$ cat config.mk
export PLATFORM = sky130hd
export DESIGN_NAME = irq_controller
export DESIGN_NICKNAME = d
export VERILOG_FILES = /design/src/rtl/irq_pkg.sv /design/src/rtl/irq_prio_enc.sv /design/src/rtl/irq_controller.sv
export SDC_FILE = /design/constraint.sdc
export NUM_CORES = 1
export LEC_CHECK = 0
export CORE_UTILIZATION = 35
export CTS_BUF_LIST = sky130_fd_sc_hd__clkbuf_8
export CTS_CLUSTER_DIAMETER = 30
export DETAILED_ROUTE_END_ITERATION = 8
export PLACE_DENSITY = 0.74
export SETUP_SLACK_MARGIN = 0.5
export SYNTH_ARGS = -nofsm -noshare
export SYNTH_HDL_FRONTEND = slang
export SYNTH_HIERARCHICAL = 1
export SYNTH_SLANG_ARGS = --single-unit
$ cat constraint.sdc
create_clock -name clk -period 2.04 [get_ports clk]
set_input_delay 0.306 -clock clk [delete_from_list [all_inputs] [get_ports clk]]
set_output_delay 0.306 -clock clk [all_outputs]
set_load 0.05 [all_outputs]
$ cat src/rtl/irq_pkg.sv
// rtl/irq_pkg.sv - register map and field constants for the interrupt controller
package irq_pkg;
  localparam int ID_W = 5;

  localparam logic [2:0] IRQ_PENDING = 3'd0;
  localparam logic [2:0] IRQ_ENABLE  = 3'd1;
  localparam logic [2:0] IRQ_EDGE    = 3'd2;
  localparam logic [2:0] IRQ_CLAIM   = 3'd3;
  localparam logic [2:0] IRQ_CTRL    = 3'd4;

  localparam int CTRL_GIE    = 0;
  localparam int CLAIM_VALID = 31;
endpackage

$ cat src/rtl/irq_prio_enc.sv
// rtl/irq_prio_enc.sv - lowest-index-wins priority encoder over active sources
module irq_prio_enc
  import irq_pkg::*;
#(
  parameter int NUM_SRC = 8
) (
  input  logic [NUM_SRC-1:0] active_i,
  output logic               valid_o,
  output logic [ID_W-1:0]    id_o
);

  // Scan downward so the lowest set index is the last assignment made.
  always_comb begin
    valid_o = |active_i;
    id_o    = '0;
    for (int i = NUM_SRC - 1; i >= 0; i--) begin
      if (active_i[i]) id_o = ID_W'(i);
    end
  end

endmodule

$ cat src/rtl/irq_controller.sv
// rtl/irq_controller.sv - memory-mapped interrupt controller with edge/level capture and claim
module irq_controller
  import irq_pkg::*;
#(
  parameter int                 NUM_SRC     = 8,
  parameter int                 SYNC_STAGES = 2,
  parameter logic [NUM_SRC-1:0] EDGE_RESET  = '1
) (
  input  logic               clk,
  input  logic               resetq,
  input  logic               select,
  input  logic [3:0]         we,
  input  logic               rd,
  input  logic [2:0]         addr,
  input  logic [31:0]        wdata,
  output logic [31:0]        rdata,
  input  logic [NUM_SRC-1:0] irq_src,
  output logic               irq_out
);

  logic [NUM_SRC-1:0] src_s, rise, active, lane_mask, w1c, claim_clr;
  logic [NUM_SRC-1:0] prev_q, pending_q, pending_d, enable_q, enable_d, edge_q, edge_d;
  logic               gie_q, gie_d, irq_q, irq_d;
  logic [31:0]        rdata_q, rdata_d;
  logic               enc_valid, wr_en, rd_en, claim_rd;
  logic [ID_W-1:0]    enc_id;
  logic               unused_wdata;

  generate
    if (SYNC_STAGES == 0) begin : g_nosync
      assign src_s = irq_src;
    end else begin : g_sync
      logic [NUM_SRC-1:0] sync_q [SYNC_STAGES];
      always_ff @(posedge clk or negedge resetq) begin
        if (!resetq) begin
          for (int k = 0; k < SYNC_STAGES; k++) sync_q[k] <= '0;
        end else begin
          sync_q[0] <= irq_src;
          for (int k = 1; k < SYNC_STAGES; k++) sync_q[k] <= sync_q[k-1];
        end
      end
      assign src_s = sync_q[SYNC_STAGES-1];
    end
  endgenerate

  assign wr_en        = select && (we != 4'b0000);
  assign rd_en        = select && rd;
  assign claim_rd     = rd_en && (addr == IRQ_CLAIM);
  assign rise         = src_s & ~prev_q;
  assign active       = pending_q & enable_q;
  assign unused_wdata = ^wdata[31:NUM_SRC];

  irq_prio_enc #(.NUM_SRC(NUM_SRC)) u_prio (
    .active_i (active),
    .valid_o  (enc_valid),
    .id_o     (enc_id)
  );

  always_comb begin
    lane_mask = '0;
    w1c       = '0;
    claim_clr = '0;
    enable_d  = enable_q;
    edge_d    = edge_q;
    gie_d     = gie_q;
    for (int i = 0; i < NUM_SRC; i++) lane_mask[i] = we[i/8];
    if (wr_en) begin
      case (addr)
        IRQ_PENDING: w1c      = wdata[NUM_SRC-1:0] & lane_mask;
        IRQ_ENABLE:  enable_d = (enable_q & ~lane_mask) | (wdata[NUM_SRC-1:0] & lane_mask);
        IRQ_EDGE:    edge_d   = (edge_q & ~lane_mask) | (wdata[NUM_SRC-1:0] & lane_mask);
        IRQ_CTRL:    if (we[0]) gie_d = wdata[CTRL_GIE];
        default: ;
      endcase
    end
    for (int i = 0; i < NUM_SRC; i++) begin
      claim_clr[i] = claim_rd && enc_valid && (enc_id == ID_W'(i));
    end
    // Edge bits: a fresh rising edge beats any clear; level bits mirror the line.
    pending_d = (edge_q & (rise | (pending_q & ~(w1c | claim_clr)))) | (~edge_q & src_s);
    irq_d     = gie_q & (|active);
  end

  always_comb begin
    rdata_d = rdata_q;
    if (rd_en) begin
      rdata_d = '0;
      case (addr)
        IRQ_PENDING: rdata_d[NUM_SRC-1:0] = pending_q;
        IRQ_ENABLE:  rdata_d[NUM_SRC-1:0] = enable_q;
        IRQ_EDGE:    rdata_d[NUM_SRC-1:0] = edge_q;
        IRQ_CLAIM: begin
          rdata_d[CLAIM_VALID] = enc_valid;
          rdata_d[ID_W-1:0]    = enc_id;
        end
        IRQ_CTRL:    rdata_d[CTRL_GIE] = gie_q;
        default: ;
      endcase
    end
  end

  always_ff @(posedge clk or negedge resetq) begin
    if (!resetq) begin
      prev_q    <= '0;
      pending_q <= '0;
      enable_q  <= '0;
      edge_q    <= EDGE_RESET;
      gie_q     <= 1'b0;
      irq_q     <= 1'b0;
      rdata_q   <= '0;
    end else begin
      prev_q    <= src_s;
      pending_q <= pending_d;
      enable_q  <= enable_d;
      edge_q    <= edge_d;
      gie_q     <= gie_d;
      irq_q     <= irq_d;
      rdata_q   <= rdata_d;
    end
  end

  assign rdata   = rdata_q;
  assign irq_out = irq_q;

endmodule
-- After elaboration in Yosys (flattened, before gate mapping)
Cells that the tools add are included.
- flip-flop bits (word level): 59
- input bits: 51
- output and inout bits: 33
- logic and storage cells: 71
- eq/ne operators: 11
- mux-type cells: 14
- bitwise logic cells: 18
- reductions and logical operators: 19
- operators with widths (cell ; number):
    $and A8 B8 Y8 ; 8
    $or A8 B8 Y8 ; 5
    $not A8 Y8 ; 4
    $mux W3 ; 8
    $eq A5 B3 Y1 const B ; 4
    $mux W8 ; 2
    $pmux W4 S4 ; 1
    $logic_and A1 B1 Y1 ; 12
    $eq A5 B2 Y1 const B ; 2
    $pmux W3 S3 ; 1
    $reduce_or A8 Y1 ; 1
    $eq A3 B2 Y1 const B ; 2
    $eq A5 B1 Y1 const B ; 1
    $logic_not A5 Y1 ; 1
    $pmux W1 S5 ; 1
    $reduce_and A2 Y1 ; 2
    $reduce_bool A4 Y1 ; 1
    $eq A3 B1 Y1 const B ; 1
    $eq A3 B3 Y1 const B ; 1
    $logic_not A3 Y1 ; 1
    $reduce_and A3 Y1 ; 1
    $and A1 B1 Y1 ; 1
    $mux W1 ; 1

-- Longest topological paths before layout
- word-level depth: 17
- gate-level depth with buffers: 8

-- Cells and area by module
Netlist, hierarchy kept.
- modules (own cells, without submodules) (module ; instances ; cells an instance ; area each (µm²) ; sequential area each (µm²)):
    irq_controller ; 1 ; 198 ; 2581.2 ; 1486.4
    irq_prio_enc ; 1 ; 16 ; 100.1 ; 0.0

-- Worst setup path before layout
Ideal clock, no wire load.
- path kind: flip-flop to flip-flop
- start: register pending_q[4]
- end: register rdata_q[2], in the netlist rdata[2]
- arrival time: 1742 ps
- path slack: 177 ps
- stages on the path, launching flop included: 6
- buffers on the path: 0
- clock period less this slack: 1863 ps
- cells stage by stage: dfrtp_1 and2_1 nor4_2 and3b_1 mux4_2 a22o_1
- cells in the longest elaborated chain, start to end: 7
- ends and longest elaborated chain (what ; line ; RTL):
    from (decl) ; irq_controller.sv:22 ; logic [NUM_SRC-1:0] prev_q, pending_q, pending_d, enable_q, enable_d, edge_q, edge_d;
    from (signal assigned) ; irq_controller.sv:113 ; pending_q <= pending_d;
    $and A8 B8 Y8 ; irq_controller.sv:50 ; assign active = pending_q & enable_q;
    via active[4] ; irq_controller.sv:21 ; logic [NUM_SRC-1:0] src_s, rise, active, lane_mask, w1c, claim_clr;
    $mux W3 (5 in series) ; irq_prio_enc.sv:17 ; if (active_i[i]) id_o = ID_W'(i);
    via enc_id[2] ; irq_controller.sv:26 ; logic [ID_W-1:0] enc_id;
    $pmux W4 S4 ; irq_controller.sv:88 ; case (addr)
    to (signal assigned) ; irq_controller.sv:118 ; rdata_q <= rdata_d;
    to (decl) ; irq_controller.sv:24 ; logic [31:0] rdata_q, rdata_d;
The timed path passes the listed nets, and every way through them passes these cells.
A chain may end at the register's enable or synchronous reset.

-- Worst setup path after layout
- start: register pending_q[5]
- end: register rdata_q[2], in the netlist rdata[2]
- cells in the longest elaborated chain, start to end: 8
- ends and longest elaborated chain (what ; line):
    $and A8 B8 Y8 ; irq_controller.sv:50
    via active[5] ; irq_controller.sv:21
    $mux W3 (6 in series) ; irq_prio_enc.sv:17
    via enc_id[2] ; irq_controller.sv:26
    $pmux W4 S4 ; irq_controller.sv:88
The timed path passes the listed nets, and every way through them passes these cells.

==> run metrics <==
commonest non-fill, non-tap cell in the layout dfrtp_1; VDD IR max 0.0004743 V; kind of critical path flop to flop; crit-path cells and2_4 -> nor4_4 -> and3b_2 -> mux4_2 -> a22o_1; switching share of total power 32.83%; Clk pwr share 24.9%; Synth Instances 214; arrival time at the worst endpoint 2.12 ns; post-synthesis cell type count 37; Rows 31; fin. max-slew vios 0; diode count 0; commonest cells after routing, fill and taps aside dfrtp_1 (51), buf_4 (32), conb_1 (25); DR vias/cell 4.648; worst-path maximum fanout 4; first-pass GRT wire length 8.818 mm; unrepaired setup endpoints after global routing true; Req. time, crit path 2.27 ns; share of layout cells above drive strength 1 39.19%; Placement Cell Area 3189 µm²; vias 1836; Synth Area in Adders 0%; initial core utilization 36.58%; Synth Area in Simple Gates 14.28%; 1st-iter DRT viols 121; core region area 7331 µm²; Die Y-Extent 89.53 µm; GR Util All Layers 15.50%; vias in the first global route 1823; post-synthesis cell area 2681 µm²; Final Power 3521 µW; Layout Skew 0.008573 ns; CTS sink count 59; clock tree from TritonCTS built; CP peak stage delay 0.50 ns; nets 342; insertion delay of the later-clocked pin in the worst-skew pair 0.34 ns; IO Port Bufs 33; Slowest-stage cell, CP mux4_2; fraction of the cycle the final worst path needs 93.00%; Final ANT Viol Nets 0; Die ar. 8015 µm²; largest family of logic cells by synthesized area simple AND/OR/NAND/NOR gates; Clock transition at path regs 0.06 ns; Synth area leaders dfrtp_1 (48%), dfstp_2 (7.8%), mux2_2 (7.6%); min cycle time layout 1.897 ns; Int Pwr 2365 µW; number of synthesized register bits 59; Avg Synthesized Cell Area 12.53 µm²; MaxCap Viol Count 0; startpoint types flop; Flop pwr share 41.9%; area delta synth->final 32.94%; Num CTS Buffers 9; DRC 0; post-synthesis mux area share 12.41%; xor and xnor area share after synthesis 0%; final setup fails 0; max frequency 527.1 MHz; largest net degree at the start of global routing 28; CTS root buffer clkbuf_8; critical path capture point type flop; outcome finished, final reports clean; initial antenna violation count 0; fin area 3565 µm²; area share of the largest cell type after synthesis 47.60%; Post-Route WL 5.462 mm; synth warn 6; Seq/Total Area, Yosys 55.44%; GRT Residual Overflow 0; combinational share of power 33.2%; DPL Wire Length 3.828 mm; hold crit path type input port to async pin; P_sw 1156 µW; Clock Tree Buf Depth 2; wire per inst 13.83 µm; drt first pass iters 4; Ports 84; Pleak 0.001645 µW; Compound-Gate Fraction of Synth Area 9.706%; routability cong. 0.8175; cell taking the most area after synthesis dfrtp_1; Hold Fails Final Rpt 0; H-tree depth 3; P per Cell Area 987.8 nW/µm²; Die X 89.53 µm
## layer usage
layer  track usage [%]  routed length [µm]  up-vias
met5                 0                   0        -
met4             6.494                  88        0
met3             6.556                 321        8
met2             24.36                2650       62
met1             18.75                2401      885
li1                  -                   -      881
## metrics by stage
| stage | TNS [ns] | utilization (%) | cells | hold slack (ns) | worst slack [ns] |
|---|---|---|---|---|---|
| 2_1_floorplan | 0 | - | 237 | 0.01041 | 0.2160 |
| 6_report | 0 | 48.63 | 395 | 0.3214 | 0.1429 |
| 4_1_cts | 0 | 48.23 | 389 | 0.3210 | 0.1508 |
| 5_1_grt | 0 | 48.63 | 395 | 0.3268 | 0.1005 |
| 3_3_place_gp | 0 | 43.51 | 357 | 0.1512 | 0.001389 |
| 3_5_place_dp | -0.04700 | 43.51 | 357 | 0.1529 | -0.03439 |
## path summary, 6_finish.rpt
kind,startpoint,endpoint,slack (ns),depth (start not counted)
setup / recovery,pending_q[5]$_DFF_PN0_,rdata[2]$_DFFE_PN0N_,0.14,5
hold / removal,resetq,pending_q[1]$_DFF_PN0_,0.32,2
setup reg to reg,pending_q[5]$_DFF_PN0_,rdata[2]$_DFFE_PN0N_,0.14,5
hold reg to reg,g_sync.sync_q[10]$_DFF_PN0_,src_s[2]$_DFF_PN0_,0.34,0
max in group asynchronous,resetq,async pin,1.11,3
min in group clk,g_sync.sync_q[10]$_DFF_PN0_,src_s[2]$_DFF_PN0_,0.34,0
## area by class of cell
class / instances / area (µm²)
clock buffer: 10 / 137.6
clock inverter: 6 / 26.28
fill: 649 / 3766
inverter: 1 / 6.256
multi-input combinational: 148 / 1182
sequential: 59 / 1486
tap: 99 / 123.9
timing repair buffer: 72 / 601.8
## synthesized netlist by cell type
library cell,number
a22o_1,14
nor4_2,1
and3b_1,1
o41ai_1,1
nand2b_1,2
a21oi_1,11
nand3b_4,1
dfstp_2,8
o41a_1,1
nor3_2,1
nand2_1,19
nor4_4,1
buf_2,4
nor3b_4,1
or4_1,1
a41o_1,1
nand3b_1,1
mux4_2,4
or2_2,1
dfrtp_1,51
and2_1,8
conb_1,2
or4b_1,1
a21boi_0,2
buf_4,25
nand4bb_1,2
nand3_1,3
o21ai_0,6
inv_1,1
nor2_1,7
mux2i_1,4
o21bai_1,1
mux2_2,18
nor3_1,1
nand4b_1,3
nor2b_1,3
nand4_1,2
## critical path, delay by kind of cell, from the launching register on
family | cells | cell delay (ns)
AO/OA/AOI/OAI | 1 | 0.19
flip-flops | 1 | 0.39
multiplexers | 1 | 0.50
AND/OR/NAND/NOR | 3 | 0.70
## timing repair
action | in CTS | in global routing
setup buffers | 15 | 6
hold endpoints to repair | 5 | 0
hold buffers | 1 | 0
endpoints found under the setup margin | 40 | 29
pin swaps | 16 | 9
gates resized for setup | 30 | 23
## power groups by stage
stage                     registers, µW  logic [µW]  clock network [µW]
final                              1480        1170                 876
after global routing               1500        1250                 962
after CTS                          1480        1120                 903
after detailed placement           1510         940                   0
after global placement             1490         921                   0
after floorplan                    1580         610                   0
## cell families after synthesis
kind of cell           after synthesis
AND/OR/NAND/NOR                     60
other                                2
AO/OA/AOI/OAI                       37
buffers and inverters               30
flip-flops                          59
multiplexers                        26
Note: power is estimated with default switching activity, not from simulation.
